File: src/rtl/md_demux_arb.sv
// Mobile-device / base-station demux: handover FSM with hysteresis, response
// arbitration (committed BS first, then round-robin) and an MD-side data FIFO.
module md_demux_arb #(
    parameter int NUM_BS     = 3,
    parameter int DATA_W     = 4,
    parameter int SQ_W       = 2,
    parameter int HOLD_CYC   = 4,
    parameter int FIFO_DEPTH = 4,
    localparam int TGT_W     = $clog2(NUM_BS + 1)
) (
    input  logic                     clk,
    input  logic                     reset,
    input  logic [NUM_BS-1:0]        bs_request,
    input  logic [NUM_BS-1:0]        bs_respond,
    input  logic [NUM_BS*DATA_W-1:0] bs_data,
    input  logic [TGT_W-1:0]         md_target,
    input  logic [NUM_BS*SQ_W-1:0]   md_sq,
    input  logic                     md_ready,
    output logic                     compare_enable,
    output logic [TGT_W-1:0]         bs_target,
    output logic                     bs_target_valid,
    output logic [NUM_BS*SQ_W-1:0]   bs_sq,
    output logic [NUM_BS-1:0]        bs_sq_valid,
    output logic [DATA_W-1:0]        md_data,
    output logic                     md_data_valid,
    output logic                     handover,
    output logic                     overflow
);

    localparam int AW = $clog2(FIFO_DEPTH);
    localparam logic [TGT_W-1:0] NO_TGT   = TGT_W'(NUM_BS);
    localparam logic [TGT_W-1:0] RR_INIT  = TGT_W'(NUM_BS - 1);
    localparam logic [7:0]       HOLD     = 8'(HOLD_CYC);
    localparam logic             HOLD_ONE = (HOLD_CYC == 1);
    localparam logic [AW:0]      FULL_CNT = FIFO_DEPTH[AW:0];

    localparam logic [1:0] ST_IDLE    = 2'd0;
    localparam logic [1:0] ST_LINKED  = 2'd1;
    localparam logic [1:0] ST_PENDING = 2'd2;

    logic [1:0]        state_reg, state_next;
    logic [TGT_W-1:0]  tgt_reg, tgt_next;
    logic [TGT_W-1:0]  pend_reg, pend_next;
    logic [7:0]        cnt_reg, cnt_next;
    logic              handover_reg, handover_next;
    logic              commit;
    logic [TGT_W-1:0]  tgt_norm;

    logic              ce_reg;
    logic [TGT_W-1:0]  rr_reg;
    logic [NUM_BS*SQ_W-1:0] sq_reg;
    logic [NUM_BS-1:0] sqv_reg;
    logic              grant_any;
    logic [TGT_W-1:0]  grant_idx;
    logic [NUM_BS-1:0] grant_oh;
    logic [NUM_BS*SQ_W-1:0] sq_grant;
    logic [DATA_W-1:0] data_terms [NUM_BS];
    logic [DATA_W-1:0] push_data;

    logic [DATA_W-1:0] mem [FIFO_DEPTH];
    logic [AW-1:0]     wr_ptr_reg, rd_ptr_reg, rd_next;
    logic [AW:0]       count_reg, count_next;
    logic [DATA_W-1:0] data_reg;
    logic              ovf_reg;
    logic              push, pop, full;

    // All "no target" codes collapse to NUM_BS so they compare equal to each other.
    assign tgt_norm = (md_target >= NO_TGT) ? NO_TGT : md_target;

    always_comb begin
        state_next    = state_reg;
        tgt_next      = tgt_reg;
        pend_next     = pend_reg;
        cnt_next      = cnt_reg;
        handover_next = 1'b0;
        commit        = 1'b0;
        case (state_reg)
            ST_IDLE: begin
                if (tgt_norm != NO_TGT) begin
                    state_next    = ST_LINKED;
                    tgt_next      = tgt_norm;
                    handover_next = 1'b1;
                end
            end
            ST_LINKED: begin
                if (tgt_norm != tgt_reg) begin
                    state_next = ST_PENDING;
                    pend_next  = tgt_norm;
                    cnt_next   = 8'd1;
                    commit     = HOLD_ONE;
                end
            end
            ST_PENDING: begin
                if (tgt_norm == tgt_reg) begin
                    state_next = ST_LINKED;
                    cnt_next   = 8'd0;
                end else if (tgt_norm != pend_reg) begin
                    pend_next = tgt_norm;
                    cnt_next  = 8'd1;
                    commit    = HOLD_ONE;
                end else begin
                    cnt_next = cnt_reg + 8'd1;
                    commit   = ((cnt_reg + 8'd1) >= HOLD);
                end
            end
            default: state_next = ST_IDLE;
        endcase
        if (commit) begin
            handover_next = 1'b1;
            cnt_next      = 8'd0;
            if (tgt_norm == NO_TGT) begin
                state_next = ST_IDLE;
                tgt_next   = NO_TGT;
            end else begin
                state_next = ST_LINKED;
                tgt_next   = tgt_norm;
            end
        end
    end

    // Committed BS has priority; otherwise search above the pointer, then wrap.
    always_comb begin
        grant_any = 1'b0;
        grant_idx = '0;
        if (state_reg != ST_IDLE) begin
            for (int i = 0; i < NUM_BS; i++) begin
                if (bs_respond[i] && (tgt_reg == TGT_W'(i))) begin
                    grant_any = 1'b1;
                    grant_idx = TGT_W'(i);
                end
            end
        end
        for (int i = 0; i < NUM_BS; i++) begin
            if (!grant_any && bs_respond[i] && (TGT_W'(i) > rr_reg)) begin
                grant_any = 1'b1;
                grant_idx = TGT_W'(i);
            end
        end
        for (int i = 0; i < NUM_BS; i++) begin
            if (!grant_any && bs_respond[i] && (TGT_W'(i) <= rr_reg)) begin
                grant_any = 1'b1;
                grant_idx = TGT_W'(i);
            end
        end
    end

    genvar gi;
    generate
        for (gi = 0; gi < NUM_BS; gi++) begin : g_bs
            assign grant_oh[gi] = grant_any && (grant_idx == TGT_W'(gi));
            assign sq_grant[gi*SQ_W +: SQ_W] = grant_oh[gi] ? md_sq[gi*SQ_W +: SQ_W] : '0;
            assign data_terms[gi] = grant_oh[gi] ? bs_data[gi*DATA_W +: DATA_W] : '0;
        end
    endgenerate

    always_comb begin
        push_data = '0;
        for (int i = 0; i < NUM_BS; i++) begin
            push_data = push_data | data_terms[i];
        end
    end

    always_ff @(posedge clk or negedge reset) begin
        if (!reset) begin
            state_reg    <= ST_IDLE;
            tgt_reg      <= NO_TGT;
            pend_reg     <= NO_TGT;
            cnt_reg      <= 8'd0;
            handover_reg <= 1'b0;
            ce_reg       <= 1'b0;
            rr_reg       <= RR_INIT;
            sq_reg       <= '0;
            sqv_reg      <= '0;
        end else begin
            state_reg    <= state_next;
            tgt_reg      <= tgt_next;
            pend_reg     <= pend_next;
            cnt_reg      <= cnt_next;
            handover_reg <= handover_next;
            ce_reg       <= |bs_request;
            sqv_reg      <= grant_oh;
            if (grant_any) begin
                rr_reg <= grant_idx;
                sq_reg <= sq_grant;
            end
        end
    end

    assign pop        = (count_reg != '0) && md_ready;
    assign full       = (count_reg == FULL_CNT);
    assign push       = grant_any && (!full || pop);
    assign rd_next    = rd_ptr_reg + AW'(pop);
    assign count_next = count_reg + (AW+1)'(push) - (AW+1)'(pop);

    always_ff @(posedge clk) begin
        if (push) begin
            mem[wr_ptr_reg] <= push_data;
        end
    end

    // Head register: holds its value once the FIFO drains; bypasses the
    // incoming word when it becomes the only entry.
    always_ff @(posedge clk or negedge reset) begin
        if (!reset) begin
            wr_ptr_reg <= '0;
            rd_ptr_reg <= '0;
            count_reg  <= '0;
            data_reg   <= '0;
            ovf_reg    <= 1'b0;
        end else begin
            if (push) begin
                wr_ptr_reg <= wr_ptr_reg + AW'(1);
            end
            rd_ptr_reg <= rd_next;
            count_reg  <= count_next;
            if (grant_any && full && !pop) begin
                ovf_reg <= 1'b1;
            end
            if (count_next != '0) begin
                if ((count_reg == '0) || (pop && (count_reg == (AW+1)'(1)))) begin
                    data_reg <= push_data;
                end else begin
                    data_reg <= mem[rd_next];
                end
            end
        end
    end

    assign compare_enable  = ce_reg;
    assign bs_target       = tgt_reg;
    assign bs_target_valid = (state_reg != ST_IDLE);
    assign bs_sq           = sq_reg;
    assign bs_sq_valid     = sqv_reg;
    assign md_data         = data_reg;
    assign md_data_valid   = (count_reg != '0);
    assign handover        = handover_reg;
    assign overflow        = ovf_reg;

endmodule

File: config.mk
export PLATFORM = sky130hd
export DESIGN_NAME = md_demux_arb
export DESIGN_NICKNAME = d
export VERILOG_FILES = /design/src/rtl/md_demux_arb.sv
export SDC_FILE = /design/constraint.sdc
export NUM_CORES = 1
export LEC_CHECK = 0
export CAP_MARGIN = 20
export CORE_ASPECT_RATIO = 1.4
export CORE_MARGIN = 3
export CORE_UTILIZATION = 52
export DETAILED_ROUTE_END_ITERATION = 10
export PLACE_DENSITY = 0.86
export REMOVE_ABC_BUFFERS = 1
export SLEW_MARGIN = 20
export SYNTH_ARGS = -nofsm -noshare
export SYNTH_HDL_FRONTEND = slang
export SYNTH_SLANG_ARGS = --single-unit
File: constraint.sdc
create_clock -name clk -period 3.23 [get_ports clk]
set_clock_uncertainty 0.05 [all_clocks]
set_input_delay 0.969 -clock clk [delete_from_list [all_inputs] [get_ports clk]]
set_output_delay 0.969 -clock clk [all_outputs]
set_load 0.02 [all_outputs]
# After elaboration in Yosys (flattened, before gate mapping)

Memories as Yosys holds them, arrays and structs flattened.
Cells that the tools add are included.

Add/subtract/negate cells: 5
$lt $le $gt $ge: 8
Equality and inequality tests: 19
Muxes and demuxes: 54
Bitwise operators: 2
Reductions and logical operators: 49

Operators with widths:

| kind                | count |
|---|---|
| $mux 2              | 23 |
| $mux 8              | 4 |
| $logic_and 1x1->1   | 23 |
| $mux 1              | 20 |
| $mux 4              | 4 |
| $pmux 8 s2          | 1 |
| $ne 3x3->1 const B  | 3 |
| $reduce_bool 3->1   | 3 |
| $add 8x1->8 const B | 1 |
| $eq 2x2->1 const B  | 4 |
| $ge 8x3->1 const B  | 1 |
| $logic_not 1->1     | 8 |
| $ne 2x2->1 const B  | 4 |
| $or 4x4->4          | 2 |
| $reduce_bool 2->1   | 4 |
| $eq 2x1->1 const B  | 3 |
| $logic_not 2->1     | 3 |
| $pmux 2 s3          | 1 |
| $gt 1x2->1 const A  | 2 |
| $le 1x2->1 const A  | 2 |
| $ne 2x2->1          | 2 |
| $pmux 2 s2          | 1 |
| $reduce_and 2->1    | 2 |
| $reduce_and 4->1    | 1 |
| other kinds (14)    | 15 |

Bits in registers: 39
Bits in writable memories: 16
Word-level logic and storage cells: 152
Memories kept: 1

Memory list:

| memory | words | width | read ports | clocked after Yosys merged registers in | wr ports | RTL line | text |
|---|---|---|---|---|---|---|---|
| mem    | 4     | 4     | 1          | 0                                       | 1        | 60       | `logic [DATA_W-1:0] mem [FIFO_DEPTH];` |

# Logic depth before layout (Yosys ltp)

Depth in word-level cells: 36
Depth in mapped cells: 12
Gate-level depth less buffers: 12

# Worst setup path after synthesis

OpenSTA, ideal clock, no wires.

Path type: input port to flip-flop
Start point: in bs_respond[0]
End point: reg data_reg[3], in the netlist md_data[3]
Data arrival time: 3.223 ns
Data required time: 3.049 ns
Slack: -0.174 ns
Stages on the path: 12
Path buffers: 0
Path through: nor3_2 > nor2_1 > inv_1 > ha_1 > inv_1 > ha_1 > fa_1 > xnor2_1 > xnor2_1 > a21oi_1 > a32oi_1 > o21ai_1

Word-level cells in the longest chain between the ends: 35
Elaborated cells between the ends (all ways): 51
Classes of those cells: 2 x add/sub; 2 x eq/ne; 20 x mux; 2 x bitwise; 25 x reduce/logical

RTL lines:

| what                                                                       | RTL line | text |
|---|---|---|
| start: declaration                                                         | 14       | `input logic [NUM_BS-1:0] bs_respond,` |
| parallel branches: the longest is 35 deep, another holds $logic_and 1x1->1 | n/a      |  |
| end signal: assignment                                                     | 221      | `data_reg <= push_data;` |
| end signal: assignment                                                     | 223      | `data_reg <= mem[rd_next];` |
| end: declaration                                                           | 63       | `logic [DATA_W-1:0] data_reg;` |

Several ways; the timed one is not identified.
A chain may end at the register's enable or synchronous reset.

# Worst setup path after layout

Start point: in md_ready
End point: mem mem[3][1], enable pin

Word-level cells in the longest chain between the ends: 5

RTL lines:

| what                         | RTL line | text |
|---|---|---|
| start: declaration           | 18       | `input logic md_ready,` |
| $logic_and 1x1->1            | 189      | `assign pop = (count_reg != '0) && md_ready;` |
| $logic_or 1x1->1             | 191      | `assign push = grant_any && (!full \|\| pop);` |
| $logic_and 1x1->1            | 191      |  |
| $mux 1                       | 196      | `if (push) begin` |
| $mux 1 (not written as such) | 197      | `mem[wr_ptr_reg] <= push_data;` |
| end: declaration             | 60       |  |

Every way passes these cells.

==> impl_metrics.tcl <==
set metrics [dict create \
    fp.dieW_um 67.5 \
    yosysWarnings 0 \
    final_nets 345 \
    ir_worst_vdd_uv 519 \
    timing.fmax_mhz 314 \
    clk_pin_slew_worst_paths_ns 0.10 \
    pwr-share-clk_pct 12.7 \
    slew_violations 0 \
    synthCells 225 \
    grt_overflow 0 \
    grt_pass1_wl_um 9820 \
    cts_sinks 55 \
    drc_errors 0 \
    hold_buffers 0 \
    drt-pass1-iter-count 4 \
    powerDensity_nw_per_um2 989 \
    grt_usage_pct 21.0 \
    max_stage_delay_ns 0.28 \
    synthArstFlopShare_pct 70.9 \
    dp_cells 349 \
    status "finished clean" \
    cp_slowest_cell "nor4b_4" \
    yosysTopAreaCell "dfrtp_1" \
    p_sw_mw 1.38 \
    initial_core_util_pct 55.2 \
    htree_levels 2 \
    cts_made_buffers 5 \
    reg2reg_depth 11 \
    syn2layout_area_growth_pct 32.3 \
    ys.flop_type "dfrtp_1" \
    syn_area_um2 2760 \
    worstPathArrival_ns 3.20 \
    hold_depth 2 \
    power_mw 3.61 \
    port_buffers 48 \
    worstMarginPinSlew_ns 0.858 \
    start_kind "input port" \
    worstSetupEndpointType "flip-flop" \
    leakage_nw 1.59 \
    crit_top_cell "buf_4" \
    synth-seq-cells 55 \
    crit_type "in2reg" \
    place_hpwl_um 4320 \
    largest_reg_flops 16 \
    globalplace.congestion 0.858 \
    hold_path_class "reg2reg" \
    viasPerCell 5.49 \
    fin_crit_ns 3.19 \
    die_h_um 92.2 \
    p_comb_share_pct 52.7 \
    routedWlPerCell_um 16.4 \
    ant_nets 0 \
    rows 30 \
    maxCapViolCount 0 \
    sequentialPowerShare_pct 34.6 \
    grt_pass1_vias 2157 \
    synth_edf_count 16 \
    intPower_mw 2.23 \
    drt_iter0_markers 66 \
    cts_root_buf "clkbuf_8" \
    vias 2022 \
    drive_above_1_share_pct 21.7 \
    final.fill_count 346 \
    postSynthAreaPerCell_um2 12.3 \
    sw_frac_of_total_pct 38.3 \
    setup_slack_ns 0.0403 \
    drt-total-wl_um 6040 \
    fin_area_um2 3650 \
    finalHoldViolCount 0 \
    clock_latency_ns 0.31 \
    core_um2 4990 \
    die_area_um2 6230 \
    worstPathMaxFanout 7 \
    setup_viol_count_final 0 \
    synth_top_area_share_pct 30.9 \
    synthDistinctLibCells 54 \
    instances_no_fill 368 \
    ys_top_cells_by_area "dfrtp_1 (31%), edfxtp_1 (17%), ha_1 (5.4%)" \
    grt_max_degree 40 \
    crit_path_cell_trace "dlygate4sd2_1, nor4b_4, nor2_2, buf_4, buf_4, buf_4, buf_4, buf_4, buf_4, buf_4, buf_4, buf_4, buf_4, buf_4, and2_1" \
    ios 49 \
    fin_crit_sh_pct 98.8 \
    antenna_found_initial 0 \
    place_worst_setup_slack_ns -0.400 \
    worstPathRequired_ns 3.24 \
    antenna_cells 0 \
    place_area_um2 3410 \
    cts_tree "done" \
    relSlewSlack_pct 42.8 \
    clockBufferDepth 2 \
    ys_seq_area_share_pct 53.0 \
]
-- cell usage after synthesis, drive strengths merged, types with 2 or more instances --
cell,instances
buf,5
nor2,12
a311oi,4
a22o,7
o32a,4
xnor2,5
and2b,2
nor3b,4
inv,26
a21boi,2
dfstp,5
o21ai,9
and2,10
or3,2
mux2,3
a211oi,5
nand2,8
a21o,5
nand2b,4
ha,12
a21oi,4
xor2,2
nor3,2
dfrtp,34
nor2b,6
edfxtp,16
mux4,4
a32oi,5
-- metal layers --
| metal | vias to the layer above | wire length, um | track usage (%) |
|---|---|---|---|
| li1 | 971 | - | - |
| met1 | 995 | 2370 | 24.1 |
| met2 | 49 | 3370 | 37.7 |
| met3 | 7 | 229 | 4.53 |
| met4 | 0 | 72 | 6.26 |
| met5 | - | 0 | 0 |
-- layout make-up --
cell class,count,area (um2),share of cell area [%]
flip-flops and latches,55,1460,40.1
multi-input cells,139,1210,33.2
repair buffers,76,681,18.7
inverters,26,97.6,2.68
well taps,64,80.1,2.20
clock buffers,5,68.8,1.89
clock inverters,3,46.3,1.27
-- cell families after synthesis --
family	Yosys count	share of synthesized area, %
compound gates	55	16.7
xor+xnor	7	2.22
fa+ha+maj	13	6.17
buf+inv	31	4.76
flops	55	53.0
mux	8	4.85
simple gates	56	12.2
-- per-stage QoR --
| step | utilization [%] | hold slack (ns) | TNS (ns) |
|---|---|---|---|
| 5_1_grt | 73.1 | 0.476 | -0.441 |
| 3_3_place_gp | 68.2 | 0.405 | -1.20 |
| 2_1_floorplan | - | 0.405 | -0.662 |
| 6_report | 73.1 | 0.436 | 0 |
| 4_1_cts | 72.6 | 0.436 | 0 |
| 3_5_place_dp | 68.2 | 0.409 | -1.72 |
-- power by group through the flow --
stage	Clock, mW	Sequential (mW)	Combinational, mW
3_5_place_dp	0	1.25	1.74
3_3_place_gp	0	1.23	1.69
5_1_grt	0.499	1.28	2.08
2_1_floorplan	0	1.31	1.02
4_1_cts	0.468	1.24	1.87
6_report	0.460	1.25	1.90
-- placed cells by master, fill, tap and decap left out, drive strengths merged, types with 3 or more instances in the layout --
| cell type | instances |
|---|---|
| a211oi | 5 |
| a21o | 5 |
| a21oi | 4 |
| a22o | 7 |
| a311oi | 4 |
| a32oi | 5 |
| and2 | 10 |
| buf | 29 |
| clkbuf | 5 |
| clkdlybuf4s50 | 43 |
| dfrtp | 34 |
| dfstp | 5 |
| dlygate4sd2 | 4 |
| edfxtp | 16 |
| ha | 12 |
| inv | 27 |
| mux2 | 3 |
| mux4 | 4 |
| nand2 | 8 |
| nand2b | 4 |
| nor2 | 12 |
| nor2b | 6 |
| nor3b | 4 |
| o21ai | 9 |
| o32a | 4 |
| xnor2 | 5 |
-- worst paths after layout --
| check | endpoint | slack, ns | startpoint |
|---|---|---|---|
| worst max-delay path | mem[3][1] | 0.04 | md_ready |
| worst min-delay path | rr_reg[1] | 0.44 | rr_reg[1] |
| worst max register to register | md_data[1] | 0.29 | count_reg[1] |
| worst min register to register | rr_reg[1] | 0.44 | rr_reg[1] |
| max in group asynchronous | state_reg[1] | 1.88 | reset |
| min in group asynchronous | rr_reg[0] | 0.72 | reset |
-- worst max-delay path: cells and delay by family --
| family | cells | cell delay, ns |
|---|---|---|
| simple gates | 3 | 0.60 |
| buf+inv | 12 | 1.64 |
-- repair_timing --
item / CTS / global route
pin swaps: 5 / 1
resized for setup: 10 / 3
buffers inserted: 10 / 1
setup endpoints to repair: 4 / 20
Note: power is estimated with default switching activity, not from simulation.
